**config.mk**
```make
export PLATFORM = sky130hd
export DESIGN_NAME = alu_mc
export DESIGN_NICKNAME = d
export VERILOG_FILES = /design/src/rtl/alu_mc.sv
export SDC_FILE = /design/constraint.sdc
export NUM_CORES = 1
export LEC_CHECK = 0
export ABC_AREA = 0
export BUFFER_PORTS_ARGS = -buffer_cell sky130_fd_sc_hd__buf_4
export CORE_MARGIN = 2
export CORE_UTILIZATION = 40
export DETAILED_ROUTE_END_ITERATION = 6
export GPL_ROUTABILITY_DRIVEN = 0
export SLEW_MARGIN = 10
export SYNTH_ARGS = -nofsm -noshare
export SYNTH_HDL_FRONTEND = slang
export SYNTH_SLANG_ARGS = --single-unit
```
**constraint.sdc**
```tcl
create_clock -name clk -period 4.7 [get_ports clk]
set_input_delay 1.41 -clock clk [delete_from_list [all_inputs] [get_ports clk]]
set_output_delay 1.41 -clock clk [all_outputs]
set_load 0.01 [all_outputs]
```
**src/rtl/alu_mc.sv**
```systemverilog
// alu_mc: multi-cycle ALU with a valid/ready handshake on both sides.
// Single-cycle ops complete one cycle after accept.
// The shift-add multiplier (opcode 1100) is compiled only when ALU_MC_MUL_EN
// is defined. Without the macro, 1100 decodes as an illegal opcode.
module alu_mc #(
    parameter int WIDTH = 32
) (
    input  logic             clk,
    input  logic             reset,
    input  logic [WIDTH-1:0] a_in,
    input  logic [WIDTH-1:0] b_in,
    input  logic [3:0]       ALUControl,
    input  logic             in_valid,
    output logic             in_ready,
    output logic [WIDTH-1:0] ALUResult,
    output logic             Z,
    output logic             out_valid,
    input  logic             out_ready
);

    localparam int SW = $clog2(WIDTH);

    // FSM encoding kept as plain constants for compatibility with older tooling
    localparam logic [1:0] IDLE = 2'd0;
    localparam logic [1:0] BUSY = 2'd1;
    localparam logic [1:0] DONE = 2'd2;

    localparam logic [3:0] OP_ADD  = 4'b0000;
    localparam logic [3:0] OP_SUB  = 4'b0001;
    localparam logic [3:0] OP_AND  = 4'b0010;
    localparam logic [3:0] OP_XOR  = 4'b0011;
    localparam logic [3:0] OP_SLT  = 4'b0101;
    localparam logic [3:0] OP_OR   = 4'b0110;
    localparam logic [3:0] OP_SLTU = 4'b0111;
    localparam logic [3:0] OP_SLL  = 4'b1000;
    localparam logic [3:0] OP_SRL  = 4'b1001;
    localparam logic [3:0] OP_SRA  = 4'b1010;
`ifdef ALU_MC_MUL_EN
    localparam logic [3:0] OP_MUL  = 4'b1100;
`endif

    // Even bits set, odd bits clear: nonzero, so Z is always 0 for it
    localparam logic [WIDTH-1:0] ILLEGAL = {(WIDTH/2){2'b01}};
    localparam logic [WIDTH-1:0] ONE     = {{(WIDTH-1){1'b0}}, 1'b1};

    logic [1:0]       state;
    logic             accept;
    logic [SW-1:0]    shamt;
    logic [WIDTH-1:0] alu_res;

    // Multiplier hooks; tied off when the multiplier is not built
    logic             go_busy;
    logic             mul_last;
    logic [WIDTH-1:0] acc_next;

    // Handshake outputs are pure state decodes
    always_comb begin
        in_ready  = (state == IDLE);
        out_valid = (state == DONE);
        accept    = in_valid && (state == IDLE);
        shamt     = b_in[SW-1:0];
    end

    // Single-cycle datapath; unlisted opcodes (incl. mul when not built) are illegal
    always_comb begin
        alu_res = ILLEGAL;
        case (ALUControl)
            OP_ADD:  alu_res = a_in + b_in;
            OP_SUB:  alu_res = a_in + ~b_in + ONE;
            OP_AND:  alu_res = a_in & b_in;
            OP_XOR:  alu_res = a_in ^ b_in;
            OP_OR:   alu_res = a_in | b_in;
            OP_SLT:  alu_res = ($signed(a_in) < $signed(b_in)) ? ONE : '0;
            OP_SLTU: alu_res = (a_in < b_in) ? ONE : '0;
            OP_SLL:  alu_res = a_in << shamt;
            OP_SRL:  alu_res = a_in >> shamt;
            OP_SRA:  alu_res = $signed(a_in) >>> shamt;
            default: alu_res = ILLEGAL;
        endcase
    end

`ifdef ALU_MC_MUL_EN
    localparam logic [SW-1:0] CNT_LAST = SW'(WIDTH - 1);
    localparam logic [SW-1:0] CNT_ONE  = {{(SW-1){1'b0}}, 1'b1};

    logic [WIDTH-1:0] mcand;
    logic [WIDTH-1:0] mplier;
    logic [WIDTH-1:0] acc;
    logic [SW-1:0]    cnt;

    // Next accumulator value and completion decode for the shift-add loop
    always_comb begin
        go_busy  = accept && (ALUControl == OP_MUL);
        mul_last = (state == BUSY) && (cnt == CNT_LAST);
        acc_next = acc + (mplier[0] ? mcand : '0);
    end

    // Shift-add: one multiplier bit per BUSY cycle, low WIDTH bits retained
    always_ff @(posedge clk) begin
        if (reset) begin
            mcand  <= '0;
            mplier <= '0;
            acc    <= '0;
            cnt    <= '0;
        end else if (go_busy) begin
            mcand  <= a_in;
            mplier <= b_in;
            acc    <= '0;
            cnt    <= '0;
        end else if (state == BUSY) begin
            acc    <= acc_next;
            mcand  <= mcand << 1;
            mplier <= mplier >> 1;
            cnt    <= cnt + CNT_ONE;
        end
    end
`else
    // Multiplier absent: BUSY is unreachable
    always_comb begin
        go_busy  = 1'b0;
        mul_last = 1'b0;
        acc_next = '0;
    end
`endif

    // Control FSM and result register
    always_ff @(posedge clk) begin
        if (reset) begin
            state     <= IDLE;
            ALUResult <= '0;
            Z         <= 1'b0;
        end else begin
            case (state)
                IDLE: begin
                    if (go_busy) begin
                        state <= BUSY;
                    end else if (accept) begin
                        state     <= DONE;
                        ALUResult <= alu_res;
                        Z         <= (alu_res == '0);
                    end
                end
                BUSY: begin
                    if (mul_last) begin
                        state     <= DONE;
                        ALUResult <= acc_next;
                        Z         <= (acc_next == '0);
                    end
                end
                DONE: begin
                    if (out_ready) begin
                        state <= IDLE;
                    end
                end
                default: state <= IDLE;
            endcase
        end
    end

endmodule
```
### Yosys cells after proc, flatten, opt, wreduce, memory -nomap -nowiden

Index checks and enable logic that the tools add are counted.

| word-level totals | value |
|---|---|
| register bits | 35 |
| bits in latches | 0 |
| RAM bits | 0 |
| memory bits (read-only) | 0 |
| input port bits | 72 |
| output and inout bits | 35 |
| logic and storage cells | 41 |
| memories kept | 0 |

| cells by class | value |
|---|---|
| add/subtract/negate cells | 3 |
| multiply operators | 0 |
| div/mod/pow operators | 0 |
| order comparisons | 2 |
| eq/ne operators | 13 |
| shifts and indexed selects | 3 |
| mux-type cells | 6 |
| bitwise operators | 5 |
| reductions and logical operators | 6 |

Operators with widths:

| cell | number |
|---|---|
| one-hot mux 32 bit (10 select lines) | 1 |
| adder 32 bit | 2 |
| less-than comparator 32 bit | 2 |
| adder 32 x 1 -> 32 bit, second input constant | 1 |
| bitwise AND 32 bit | 1 |
| zero test 32 bit | 1 |
| inverter 32 bit | 1 |
| OR 32 bit | 1 |
| << shifter 32 x 5 -> 32 bit | 1 |
| >> shifter 32 x 5 -> 32 bit | 1 |
| >>> shifter 32 x 5 -> 32 bit | 1 |
| XOR 32 bit | 1 |
| == test 4 x 3 -> 1 bit, second input constant | 3 |
| == test 4 bit, second input constant | 3 |
| == test 4 x 2 -> 1 bit, second input constant | 2 |
| one-hot mux 2 bit (3 select lines) | 1 |
| == test 4 x 1 -> 1 bit, second input constant | 1 |
| zero test 4 bit | 1 |
| 2-to-1 mux 2 bit | 2 |
| != test 2 x 1 -> 1 bit, second input constant | 2 |
| AND reduction 3 bit | 1 |
| == test 2 x 1 -> 1 bit, second input constant | 1 |
| == test 2 bit, second input constant | 1 |
| zero test 2 bit | 1 |
| other kinds (4) | 5 |

### Longest topological paths before layout

| depth | value |
|---|---|
| depth after elaboration | 5 |
| gate-level depth with buffers | 17 |
| depth with buffers taken out | 14 |

### Least setup slack after synthesis

No wires, ideal clock.

| path | value |
|---|---|
| path type | input -> register |
| from | in b_in[2] |
| to | reg Z |
| setup time | 0.059 ns |
| arrival time | 4.783 ns |
| data required time | 4.641 ns |
| path slack | -0.142 ns |
| stages on the path | 17 |
| buffers on the path | 4 |
| cells stage by stage | buf_6 > buf_4 > clkinv_1 > clkbuf_1 > ha_1 > buf_2 > nor3_1 > nor3_1 > a221o_1 > a2111oi_2 > nand3_1 > nor4_1 > nand4b_1 > nor4_1 > nand4_1 > nor4_1 > a41o_1 |

| between the ends | value |
|---|---|
| longest elaborated chain between the ends | 5 |
| elaborated cells on any way between the ends | 16 |
| classes of those cells | add/sub: 3; order compare: 2; shift: 3; mux: 3; bitwise: 4; reduce/logical: 1 |

RTL lines:

| what | line | RTL |
|---|---|---|
| start: declaration | 11 | `input logic [WIDTH-1:0] b_in,` |
| inverter 32 bit | 69 | `OP_SUB: alu_res = a_in + ~b_in + ONE;` |
| adder 32 bit | 69 |  |
| adder 32 x 1 -> 32 bit | 69 |  |
| one-hot mux 32 bit (10 select lines) (*) | 67 | `case (ALUControl)` |
| zero test 32 bit (*) | 140 | `Z <= (alu_res == '0);` |
| end signal: assignment | 140 |  |
| end signal: assignment | 147 | `Z <= (acc_next == '0);` |
| end: declaration | 16 | `output logic Z,` |

Every way passes the cells marked *; elsewhere a longest branch is shown, timed or not.
A chain may end at the register's enable or synchronous reset.

### Worst setup path after layout

| path | value |
|---|---|
| from | in b_in[2] |
| to | reg ALUResult[30] |

| between the ends | value |
|---|---|
| longest elaborated chain between the ends | 4 |
| elaborated cells on any way between the ends | 8 |
| classes of those cells | add/sub: 3; shift: 3; mux: 1; bitwise: 1 |

RTL lines:

| what | line | RTL |
|---|---|---|
| inverter 32 bit | 69 |  |
| adder 32 bit | 69 |  |
| adder 32 x 1 -> 32 bit | 69 |  |
| one-hot mux 32 bit (10 select lines) (*) | 67 |  |
| end signal: assignment | 139 | `ALUResult <= alu_res;` |
| end signal: assignment | 146 | `ALUResult <= acc_next;` |
| end: declaration | 15 | `output logic [WIDTH-1:0] ALUResult,` |

Marks and branches as above.

==> impl_metrics.py <==
metrics = {
    "logic_synthesis": {
        "synth_top_area_cell": "ha_1",
        "synth-edff-count": 0,
        "ys_types": 99,
        "synth.avg_cell_area_sq_um": 7.03,
        "yosys-top-cells-area": "ha_1 (11%), mux4_2 (6.4%), dfxtp_1 (6.0%)",
        "ys.flop_type": "dfxtp_1",
        "synthesis.nets": 1776,
        "syn_area_sq_um": 11300,
        "ys_warn_count": 0,
        "async_flop_share_pct": 0,
        "synth_most_common_cell": "nor2_1",
        "synth-seq-cells": 34,
        "synth_top_area_share_pct": 11.0,
        "synthTopCellsByCount": "nor2_1 (158), nand2_1 (149), a21oi_1 (135)",
        "yosysSeqAreaShare_pct": 6.04,
        "syn_inst": 1603,
    },
    "timing": {
        "setup-violations-final": 0,
        "drv_slew": 0,
        "holdWs_ps": 458,
        "skew_ps": 2.95,
        "worstMarginPinSlew_ps": 977,
        "fmax_mhz": 214,
        "relSlewSlack_pct": 33.9,
        "period_needed_ps": 4660,
        "hold_viol": 0,
        "period_share_pct": 99.2,
    },
    "power_and_ir_drop": {
        "ir_drop_mv": 0.129,
        "powerDensity_nw_per_um2": 167,
        "leakagePower_nw": 6.36,
    },
    "global_route": {
        "gr-total-overflow": 0,
        "grt_pass1_wl_mm": 84.1,
        "first_global_vias": 14200,
        "grt_max_degree": 53,
        "grt_usage_pct": 37.1,
        "grt_antenna_before_repair": 0,
    },
    "critical_path": {
        "required_ps": 4900,
        "cpMostUsedCell": "buf_4",
        "path_buf_inv": 4,
        "cp_max_fo": 5,
        "crit_chain": "buf_4, clkinv_2, ha_2, buf_4, nor2_1, o211ai_1, a21oi_1, nor4_1, o21ai_0, o311a_1, nand2_1, nand3_1, o211ai_1, buf_4, nor2_1, nor3_1",
        "cp.arrival_ps": 4860,
        "endpoint_kind": "register",
        "cp_top_family": "compound AO/OA/AOI/OAI gates",
        "worstSetupPathType": "in2reg",
        "critPathLaunchType": "primary input",
        "slowest_delay_ps": 680,
        "worst_path_max_delay_cell": "nor4_1",
    },
    "cts": {
        "cts-buffers-inserted": 5,
        "cts_tree": "built",
        "cts_root_buffer": "clkbuf_16",
        "cts.reportedPaths.clkPinSlew_ps": 50,
        "clk_latency_ps": 280,
        "cts_max_level": 2,
        "clock-sinks": 34,
        "cts_buffer_depth": 2,
    },
    "floorplanning": {
        "initial_core_util_pct": 40.6,
        "num_rows": 61,
        "die_h_um": 172,
        "dieArea_sq_um": 29500,
        "design.core.area_sq_um": 27800,
        "io_pins": 107,
        "fp.dieW_um": 172,
    },
    "placed_design": {
        "port-buffer-count": 106,
        "dp_hpwl_mm": 45.0,
        "dp_cells": 2250,
    },
    "drt": {
        "antenna_left": 0,
        "drtIter0Drc": 2255,
        "drc": 0,
        "via_per_inst": 6.67,
        "finalWirelength_mm": 56.1,
        "dr.pass1.iters": 7,
        "num_vias": 15100,
        "wl_per_cell_um": 24.8,
    },
    "final_layout": {
        "layoutNonFillerInstCount": 2260,
        "drive_above_1_share_pct": 27.7,
        "synthToLayoutAreaGrowth_pct": 28.8,
        "nNetsFinal": 2054,
        "multi_input_area_sq_um": 9830,
        "n_antenna_cell": 0,
        "regArea_sq_um": 681,
        "fillCellCount": 2841,
    },
    "outcome": {
        "status": "completed",
    },
    "min_path": {
        "hp-class": "reg2reg",
    },
    "job": {
        "drv_cap": 0,
    },
}
[what timing repair did]
action | in CTS | in global routing
endpoints found under the hold margin | 0 | 0
endpoints found under the setup margin | 1 | 4
hold buffers | 0 | 0
buffers inserted | 0 | 2
gates resized for setup | 3 | 31
pin swaps | 0 | 10
[per-stage QoR]
stage	util (%)	total power (W)	cell area (sq um)	setup TNS [ps]	worst slack, ps
after floorplan	-	0.00125	11300	-12.9	-12.9
after global placement	51.0	0.00198	14200	-512	-395
after detailed placement	51.0	0.00199	14200	-556	-315
after CTS	51.6	0.00233	14300	0	27.8
after global routing	52.2	0.00253	14500	-68.3	-37.3
final	52.2	0.00242	14500	0	35.9
[routing by layer]
metal | track usage (%) | share of wire, %
met3 | 9.50 | 13
met5 | 0 | 0
met1 | 48.7 | 39
met2 | 56.3 | 41
met4 | 18.4 | 6.3
[report_power, final]
part	total (W)	switching [W]	internal, W
Clock	0.000323	0.000113	0.000210
Sequential	0.000330	0.0000145	0.000315
Combinational	0.00177	0.00103	0.000739
[flip-flops by register name, summed over array words and instances (netlist names)]
register,cells
Z,1
state,1
ALUResult,32
[cell type report]
type                       count  area share (%)
clock buffer                   7           0.983
clock inverter                 1          0.0345
inverter                     103            2.67
multi-input combinational   1345            67.7
sequential                    34            4.69
tap                          378            3.26
timing repair buffer         392            20.6
[tightest hold or removal path: cells and delay by family, from the launching register on]
| kind | cells | cell delay (ps) |
|---|---|---|
| flip-flops | 1 | 310 |
| AO/OA/AOI/OAI | 1 | 50 |
| AND/OR/NAND/NOR | 1 | 50 |
[final timing paths]
path	to	startpoint	cells past startpoint	slack (ps)
worst min register to register	ALUResult[9]$_SDFFE_PP0P_	ALUResult[9]$_SDFFE_PP0P_	2	460
worst max-delay path	ALUResult[30]$_SDFFE_PP0P_	b_in[2]	16	40
worst min-delay path	ALUResult[9]$_SDFFE_PP0P_	ALUResult[9]$_SDFFE_PP0P_	2	460
worst max register to register	Z$_SDFFE_PP0P_	state[1]$_SDFFE_PP0P_	11	2050
[kinds of logic after synthesis]
group / share of synthesized area (%)
compound gates: 35.6
xor+xnor: 1.17
flops: 6.04
buf+inv: 8.60
simple gates: 22.7
fa+ha+maj: 11.4
mux: 14.6
[cell usage in the layout, fill, tap and decap left out, drive strengths merged, types with 12 or more instances in the layout]
master / n
a2111oi: 12
a211oi: 49
a21o: 14
a21oi: 136
a221oi: 22
a22oi: 19
a31oi: 13
buf: 392
dfxtp: 34
ha: 99
inv: 101
mux2: 27
mux2i: 62
mux4: 32
nand2: 150
nand2b: 17
nand3: 42
nor2: 160
nor2b: 26
nor3: 55
nor4: 24
o211ai: 40
o21ai: 77
o21bai: 13
o22ai: 28
o31ai: 20
xnor2: 14
Power figures use the tool's default switching activity.
